`config.mk`:
```
export PLATFORM = sky130hd
export DESIGN_NAME = fetch_stage_flat
export DESIGN_NICKNAME = d
export VERILOG_FILES = /design/src/rtl/fetch_stage_if.sv /design/src/rtl/fetch_stage.sv /design/src/flat_wrapper.sv
export SDC_FILE = /design/constraint.sdc
export NUM_CORES = 1
export LEC_CHECK = 0
export CAP_MARGIN = 20
export CORE_ASPECT_RATIO = 0.8
export CORE_MARGIN = 2
export CORE_UTILIZATION = 30
export DETAILED_ROUTE_END_ITERATION = 8
export SETUP_SLACK_MARGIN = 0.1
export SLEW_MARGIN = 25
export SYNTH_ARGS = -nofsm -noshare
export SYNTH_HDL_FRONTEND = slang
export SYNTH_SLANG_ARGS = --single-unit
```
`constraint.sdc`:
```
create_clock -name clk -period 4.3 [get_ports clk]
set_clock_uncertainty 0.05 [all_clocks]
set_input_delay 0.43 -clock clk [delete_from_list [all_inputs] [get_ports clk]]
set_output_delay 0.43 -clock clk [all_outputs]
set_load 0.01 [all_outputs]
```
`src/rtl/fetch_stage_if.sv`:
```
// Bus bundle between the fetch stage and its surroundings: hazard/branch control,
// instruction memory and the IF/ID outputs toward decode.
interface fetch_stage_if #(
    parameter int unsigned PC_W    = 24,
    parameter int unsigned INSTR_W = 24,
    parameter int unsigned CNT_W   = 16
);
    logic               stall;
    logic               branchTaken;
    logic [PC_W-1:0]    branchTarget;
    logic [PC_W-1:0]    imemAddr;
    logic [INSTR_W-1:0] imemData;
    logic [INSTR_W-1:0] instrD;
    logic [PC_W-1:0]    pcD;
    logic               validD;
    logic               halted;
    logic [CNT_W-1:0]   fetchCount;

    // Core side: hazard unit, branch unit, instruction memory and decode.
    modport master (
        output stall, branchTaken, branchTarget, imemData,
        input  imemAddr, instrD, pcD, validD, halted, fetchCount
    );

    // Fetch stage side.
    modport slave (
        input  stall, branchTaken, branchTarget, imemData,
        output imemAddr, instrD, pcD, validD, halted, fetchCount
    );
endinterface

```
`src/rtl/fetch_stage.sv`:
```
// Instruction fetch stage with IF/ID register, RUN/HALT control and a
// saturating count of instructions delivered to decode.
module fetch_stage #(
    parameter int unsigned        PC_W       = 24,
    parameter int unsigned        INSTR_W    = 24,
    parameter logic [PC_W-1:0]    RESET_PC   = '0,
    parameter logic [INSTR_W-1:0] HALT_INSTR = {INSTR_W{1'b1}},
    parameter int unsigned        CNT_W      = 16
) (
    input logic          clk,
    input logic          rst,
    fetch_stage_if.slave bus
);

    typedef enum logic [0:0] {
        ST_RUN  = 1'b0,
        ST_HALT = 1'b1
    } state_t;

    localparam logic [CNT_W-1:0] CNT_MAX = {CNT_W{1'b1}};

    state_t             state, state_next;
    logic [PC_W-1:0]    pc_f, pc_f_next;
    logic [INSTR_W-1:0] instr_d, instr_d_next;
    logic [PC_W-1:0]    pc_d, pc_d_next;
    logic               valid_d, valid_d_next;
    logic [CNT_W-1:0]   fetch_cnt, fetch_cnt_next;
    logic               deliver;

    // State and IF/ID register.
    always_ff @(posedge clk or negedge rst) begin
        if (!rst) begin
            state     <= ST_RUN;
            pc_f      <= RESET_PC;
            instr_d   <= '0;
            pc_d      <= '0;
            valid_d   <= 1'b0;
            fetch_cnt <= '0;
        end else begin
            state     <= state_next;
            pc_f      <= pc_f_next;
            instr_d   <= instr_d_next;
            pc_d      <= pc_d_next;
            valid_d   <= valid_d_next;
            fetch_cnt <= fetch_cnt_next;
        end
    end

    // Next-state: redirect beats stall, stall freezes everything, HALT issues bubbles.
    always_comb begin
        state_next   = state;
        pc_f_next    = pc_f;
        instr_d_next = instr_d;
        pc_d_next    = pc_d;
        valid_d_next = valid_d;
        deliver      = 1'b0;

        if (bus.branchTaken) begin
            pc_f_next    = bus.branchTarget;
            instr_d_next = '0;
            pc_d_next    = '0;
            valid_d_next = 1'b0;
            state_next   = ST_RUN;
        end else if (bus.stall) begin
            state_next = state;
        end else begin
            case (state)
                ST_HALT: begin
                    instr_d_next = '0;
                    valid_d_next = 1'b0;
                end
                default: begin
                    instr_d_next = bus.imemData;
                    pc_d_next    = pc_f;
                    valid_d_next = 1'b1;
                    deliver      = 1'b1;
                    // The halt word still reaches decode once; the PC parks on it.
                    if (bus.imemData == HALT_INSTR) begin
                        state_next = ST_HALT;
                    end else begin
                        pc_f_next = pc_f + PC_W'(1);
                    end
                end
            endcase
        end

        fetch_cnt_next = (deliver && (fetch_cnt != CNT_MAX)) ? fetch_cnt + CNT_W'(1) : fetch_cnt;
    end

    assign bus.imemAddr   = pc_f;
    assign bus.instrD     = instr_d;
    assign bus.pcD        = pc_d;
    assign bus.validD     = valid_d;
    assign bus.halted     = (state == ST_HALT);
    assign bus.fetchCount = fetch_cnt;

endmodule

```
`src/flat_wrapper.sv`:
```
// flat-port wrapper written by rule: the top's interface ports become plain ports
module fetch_stage_flat 
#(
    parameter int unsigned        PC_W       = 24,
    parameter int unsigned        INSTR_W    = 24,
    parameter logic [PC_W-1:0]    RESET_PC   = '0,
    parameter logic [INSTR_W-1:0] HALT_INSTR = {INSTR_W{1'b1}},
    parameter int unsigned        CNT_W      = 16
)
  (clk, rst, bus_stall, bus_branchTaken, bus_branchTarget, bus_imemData, bus_imemAddr, bus_instrD, bus_pcD, bus_validD, bus_halted, bus_fetchCount);
  fetch_stage_if #(.PC_W(PC_W), .INSTR_W(INSTR_W), .CNT_W(CNT_W)) bus_i ();
  input logic clk;
  input logic rst;
  input wire logic [$bits(bus_i.stall)-1:0] bus_stall;
  input wire logic [$bits(bus_i.branchTaken)-1:0] bus_branchTaken;
  input wire logic [$bits(bus_i.branchTarget)-1:0] bus_branchTarget;
  input wire logic [$bits(bus_i.imemData)-1:0] bus_imemData;
  output wire logic [$bits(bus_i.imemAddr)-1:0] bus_imemAddr;
  output wire logic [$bits(bus_i.instrD)-1:0] bus_instrD;
  output wire logic [$bits(bus_i.pcD)-1:0] bus_pcD;
  output wire logic [$bits(bus_i.validD)-1:0] bus_validD;
  output wire logic [$bits(bus_i.halted)-1:0] bus_halted;
  output wire logic [$bits(bus_i.fetchCount)-1:0] bus_fetchCount;
  assign bus_i.stall = bus_stall;
  assign bus_i.branchTaken = bus_branchTaken;
  assign bus_i.branchTarget = bus_branchTarget;
  assign bus_i.imemData = bus_imemData;
  assign bus_imemAddr = bus_i.imemAddr;
  assign bus_instrD = bus_i.instrD;
  assign bus_pcD = bus_i.pcD;
  assign bus_validD = bus_i.validD;
  assign bus_halted = bus_i.halted;
  assign bus_fetchCount = bus_i.fetchCount;
  fetch_stage #(.PC_W(PC_W), .INSTR_W(INSTR_W), .RESET_PC(RESET_PC), .HALT_INSTR(HALT_INSTR), .CNT_W(CNT_W)) u_core (.clk(clk), .rst(rst), .bus(bus_i));
endmodule
```
# [After elaboration in Yosys (flattened, before gate mapping)]
# Cells that the tools add are included.
[totals] regBits=90
[classes] addsub=2 n_eq_ne=5 mux=19 n_reduce_logical=3
[ops] cell="2-to-1 mux 24 bit" n=10
[ops] cell="adder 24 x 1 -> 24 bit, second input constant" n=1
[ops] cell="== test 24 bit, second input constant" n=1
[ops] cell="adder 16 x 1 -> 16 bit, second input constant" n=1
[ops] cell="!= test 16 bit, second input constant" n=1
[ops] cell="2-to-1 mux 1 bit" n=9
[ops] cell="!= test 2 bit, second input constant" n=2
[ops] cell="AND reduction 3 bit" n=1
[ops] cell="!= test 2 x 1 -> 1 bit, second input constant" n=1
[ops] cell="AND reduction 2 bit" n=1
[ops] cell="logical AND 1 bit" n=1

# [Depth between registers and ports, before layout]
[logic_depth] word_depth=5 ltp_mapped=8 mapped_depth_nobuf=6

# [Least setup slack after synthesis]
# OpenSTA, ideal clock, no wires.
[synth_path] kind="register to register" startpoint="reg u_core.pc_f[0], in the netlist u_core.bus.imemAddr[0]" endpoint="reg u_core.pc_f[22], in the netlist u_core.bus.imemAddr[22]" setup_ps=121 arrival_ps=1645 t_required_ps=4129 slack_ps=2484 stages_incl_launch_ff=7 path_cell_list="dfrtp_1 > ha_1 > nand3_1 > or4_4 > o21ai_1 > nand2_1 > a22o_1"
[synth_via] elab_chain_len=5
[synth_rtl] item="from (decl)" line_no="fetch_stage.sv:23" rtl="logic [PC_W-1:0] pc_f, pc_f_next;"
[synth_rtl] item="from (signal assigned)" line_no="fetch_stage.sv:41" rtl="pc_f <= pc_f_next;"
[synth_rtl] item="adder 24 x 1 -> 24 bit" line_no="fetch_stage.sv:81" rtl="pc_f_next = pc_f + PC_W'(1);"
[synth_rtl] item="2-to-1 mux 24 bit" line_no="fetch_stage.sv:78" rtl="if (bus.imemData == HALT_INSTR) begin"
[synth_rtl] item="2-to-1 mux 24 bit" line_no="fetch_stage.sv:67" rtl="case (state)"
[synth_rtl] item="2-to-1 mux 24 bit" line_no="fetch_stage.sv:64" rtl="end else if (bus.stall) begin"
[synth_rtl] item="2-to-1 mux 24 bit" line_no="fetch_stage.sv:58" rtl="if (bus.branchTaken) begin"
# Every way passes these cells. The select of a mux whose other input is x is not followed.
# A chain may end at the register's enable or synchronous reset.

# [Worst setup path in the final report]
[layout_path] startpoint="in bus_branchTaken" endpoint="reg u_core.pc_f[23], in the netlist u_core.bus.imemAddr[23]"
[layout_via] elab_chain_len=2
[layout_rtl] item="from (decl)" line_no="flat_wrapper.sv:15" rtl="input wire logic [$bits(bus_i.branchTaken)-1:0] bus_branchTaken;"
[layout_rtl] item="!= test 2 bit (no source line) / != test 2 x 1 -> 1 bit (equally long branches)"
[layout_rtl] item="AND reduction 3 bit (no source line)"
# Parallel ways exist; a longest one is shown, timed or not.

==> impl_metrics.yaml <==
place:
  io_buffers: 141
  hpwlAfterDp_um: 8500
  placed_area_um2: 5690
  gp_congestion: 0.844
route:
  drtPass1Iterations: 5
  wirelength_um: 12300
  drt_iter0_drc: 188
  ant_nets: 0
  drc: 0
  routed_via_density: 5.20
  vias: 3643
  wl_per_cell_um: 17.5
clock_network:
  path_clk_slew_ns: 0.07
  hold_buffers: 0
  cts_htree_levels: 3
  cts_tree: "yes"
  numCtsBuffers: 9
  cts_root_buf: "clkbuf_16"
  cts_sinks: 90
  post_cts_buffers: 0
  insertion_delay_ns: 0.35
  clockBufferDepth: 2
  ctsResizeCount: 0
logic_synthesis:
  ys.flop_type: "dfrtp_1"
  postSynthAreaPerCell_um2: 10.7
  synthArstFlopShare: 1.00
  yosysUniqueCellTypes: 52
  yosys_warnings: 0
  synth_seq_cells: 90
  synth.area.top_cells: "dfrtp_1 55%, a22o_1 11%, a21oi_1 3.5%, o21ai_0 2.8%, nand3_1 2.3%"
  synthCells: 385
  synth_top_cell_area_share: 0.547
  yosysTopAreaCell: "dfrtp_1"
  synth_edf_count: 0
  syn-cell-area_um2: 4120
  synth-seq-area-share: 0.547
  syn_nets: 439
job:
  cap_violations: 0
worst_setup_path:
  crit_required_ns: 4.54
  worstReg2RegEnd: "u_core.bus.imemAddr[17]$_DFFE_PN0P_"
  endpoint_kind: "flop"
  cp-endpoint: "u_core.bus.imemAddr[23]$_DFFE_PN0P_"
  startpoint_type: "primary input"
  path_max_fanout: 42
  r2r_start: "u_core.bus.imemAddr[12]$_DFFE_PN0P_"
  arrival_ns: 2.82
  critPathKind: "in -> reg"
  r2r_slack_ns: 2.00
  critical_path.startpoint: "bus_branchTaken"
  reg2reg_depth: 5
timing:
  fmax_mhz: 387
  rsz0062_at_grt: "false"
  fin_tns_setup_ns: 0
  period_share: 0.600
  slew-limit-headroom: 0.346
  maxSlewViolCount: 0
  fin_crit_ns: 2.58
  setup_viol: 0
  final_hold_viol_count: 0
  worstMarginPinSlew_ns: 0.972
power:
  p_per_area_nw_per_um2: 424
  p_leak_uw: 0.00255
  ir_worst_vdd_mv: 0.229
global_routing:
  track_usage: 0.170
  grt-ovfl-total: 0
  grt_max_degree: 51
  grt_pass1_vias: 3499
  grt_pass1_wl_um: 19200
  antenna_found_initial: 0
floorplanning:
  core_area_um2: 13500
  chipWidth_um: 135
  start_util: 0.305
  fp-row-count: 38
  die_area_um2: 14700
  die_h_um: 109
  ioPinCount: 142
cells_and_area:
  syn_to_final_growth_pct: 47.6
  stdcell_area_um2: 6070
  fin_nets: 569
  insertedDiodeCount: 0
  final_cell_mix: "140 x clkdlybuf4s50_1, 90 x dfrtp_1, 54 x a22o_1"
  drive_gt1_frac: 0.0673
  final_common_cell: "clkdlybuf4s50_1"
worst_hold_path:
  hold_class: "in -> async"
status:
  run_status: "finished, final reports clean"
## stage by stage
stage	power [µW]	hold WS, ns	setup WS (ns)	cells	util
after detailed placement	1610	0.428	1.37	684	0.422
after global routing	2700	0.0875	1.55	700	0.450
after global placement	1600	0.411	1.46	684	0.422
after CTS	2610	0.0560	1.74	700	0.450
final	2580	0.0410	1.72	700	0.450
after floorplan	1280	0.0844	2.48	385	-
## routing by layer
metal	vias to the layer above	GRT usage	wire [µm]
li1	1708	-	-
met1	1784	0.248	6080
met2	134	0.239	5130
met3	17	0.0465	804
met4	0	0.0647	239
met5	-	0	0
## flip-flops by register name, indices dropped and copies added, names as in the netlist
name and flops:
u_core.bus.imemAddr 24, u_core.bus.halted 1, u_core.bus.fetchCount 16, u_core.bus.pcD 24, u_core.bus.instrD 24, u_core.bus.validD 1
## layout make-up
class,instances,area [µm²]
Sequential cell,90,2250
Fill cell,1280,7430
Clock inverter,6,138
Timing Repair Buffer,146,1450
Clock buffer,10,239
Multi-Input combinational cell,260,1740
Inverter,8,30.0
Tap cell,180,225
## cells in the mapped netlist (2+ instances only)
library cell	n
xnor2_1	6
o2bb2ai_1	2
o41ai_1	2
a22o_1	54
ha_1	2
nand3_1	19
buf_2	4
and3_1	6
inv_1	7
and4_1	3
nand2_1	24
clkbuf_1	18
mux2i_1	2
a21oi_1	29
buf_1	2
nor2_1	17
nor4_1	4
nand4_1	12
o31ai_1	5
clkbuf_2	3
o21ai_0	23
and2_1	2
a31oi_1	3
xor2_1	7
nor3_1	7
dfrtp_1	90
a21o_1	5
o22ai_1	3
## power breakdown
group	switching [µW]	leakage, µW	internal [µW]
registers	129	0.00116	940
clock network	344	0.000183	645
logic	229	0.00121	291
total	702	0.00255	1880
## cells by family (layout without fill, tap and decap cells)
family,Yosys count,in the layout,synth area share
buf+inv,35,170,0.0340
compound gates,134,134,0.230
xor+xnor,13,13,0.0277
mux,3,3,0.00760
fa+ha+maj,2,2,0.00608
simple gates,108,108,0.147
flops,90,90,0.547
## worst min path at each step
| stage | cells past startpoint | endpoint | slack (ns) | start |
|---|---|---|---|---|
| floorplan | 0 | u_core.bus.fetchCount[0]$_DFFE_PN0P_ | 0.08 | rst |
| global placement | 1 | u_core.bus.validD$_DFFE_PN0P_ | 0.41 | u_core.bus.validD$_DFFE_PN0P_ |
| detailed placement | 1 | u_core.bus.validD$_DFFE_PN0P_ | 0.43 | u_core.bus.validD$_DFFE_PN0P_ |
| CTS | 1 | u_core.bus.imemAddr[14]$_DFFE_PN0P_ | 0.06 | rst |
| global route | 1 | u_core.bus.pcD[14]$_DFFE_PN0P_ | 0.09 | rst |
| finish | 1 | u_core.bus.imemAddr[14]$_DFFE_PN0P_ | 0.04 | rst |
## critical path, stage by stage
cell and delay, ns:
clkdlybuf4s50_1 0.48, buf_4 0.41, nor2_2 0.23, buf_4 0.26, a21o_1 0.36, or4_1 0.54
nand3_1 0.09
(Power assumes the default switching activity.)
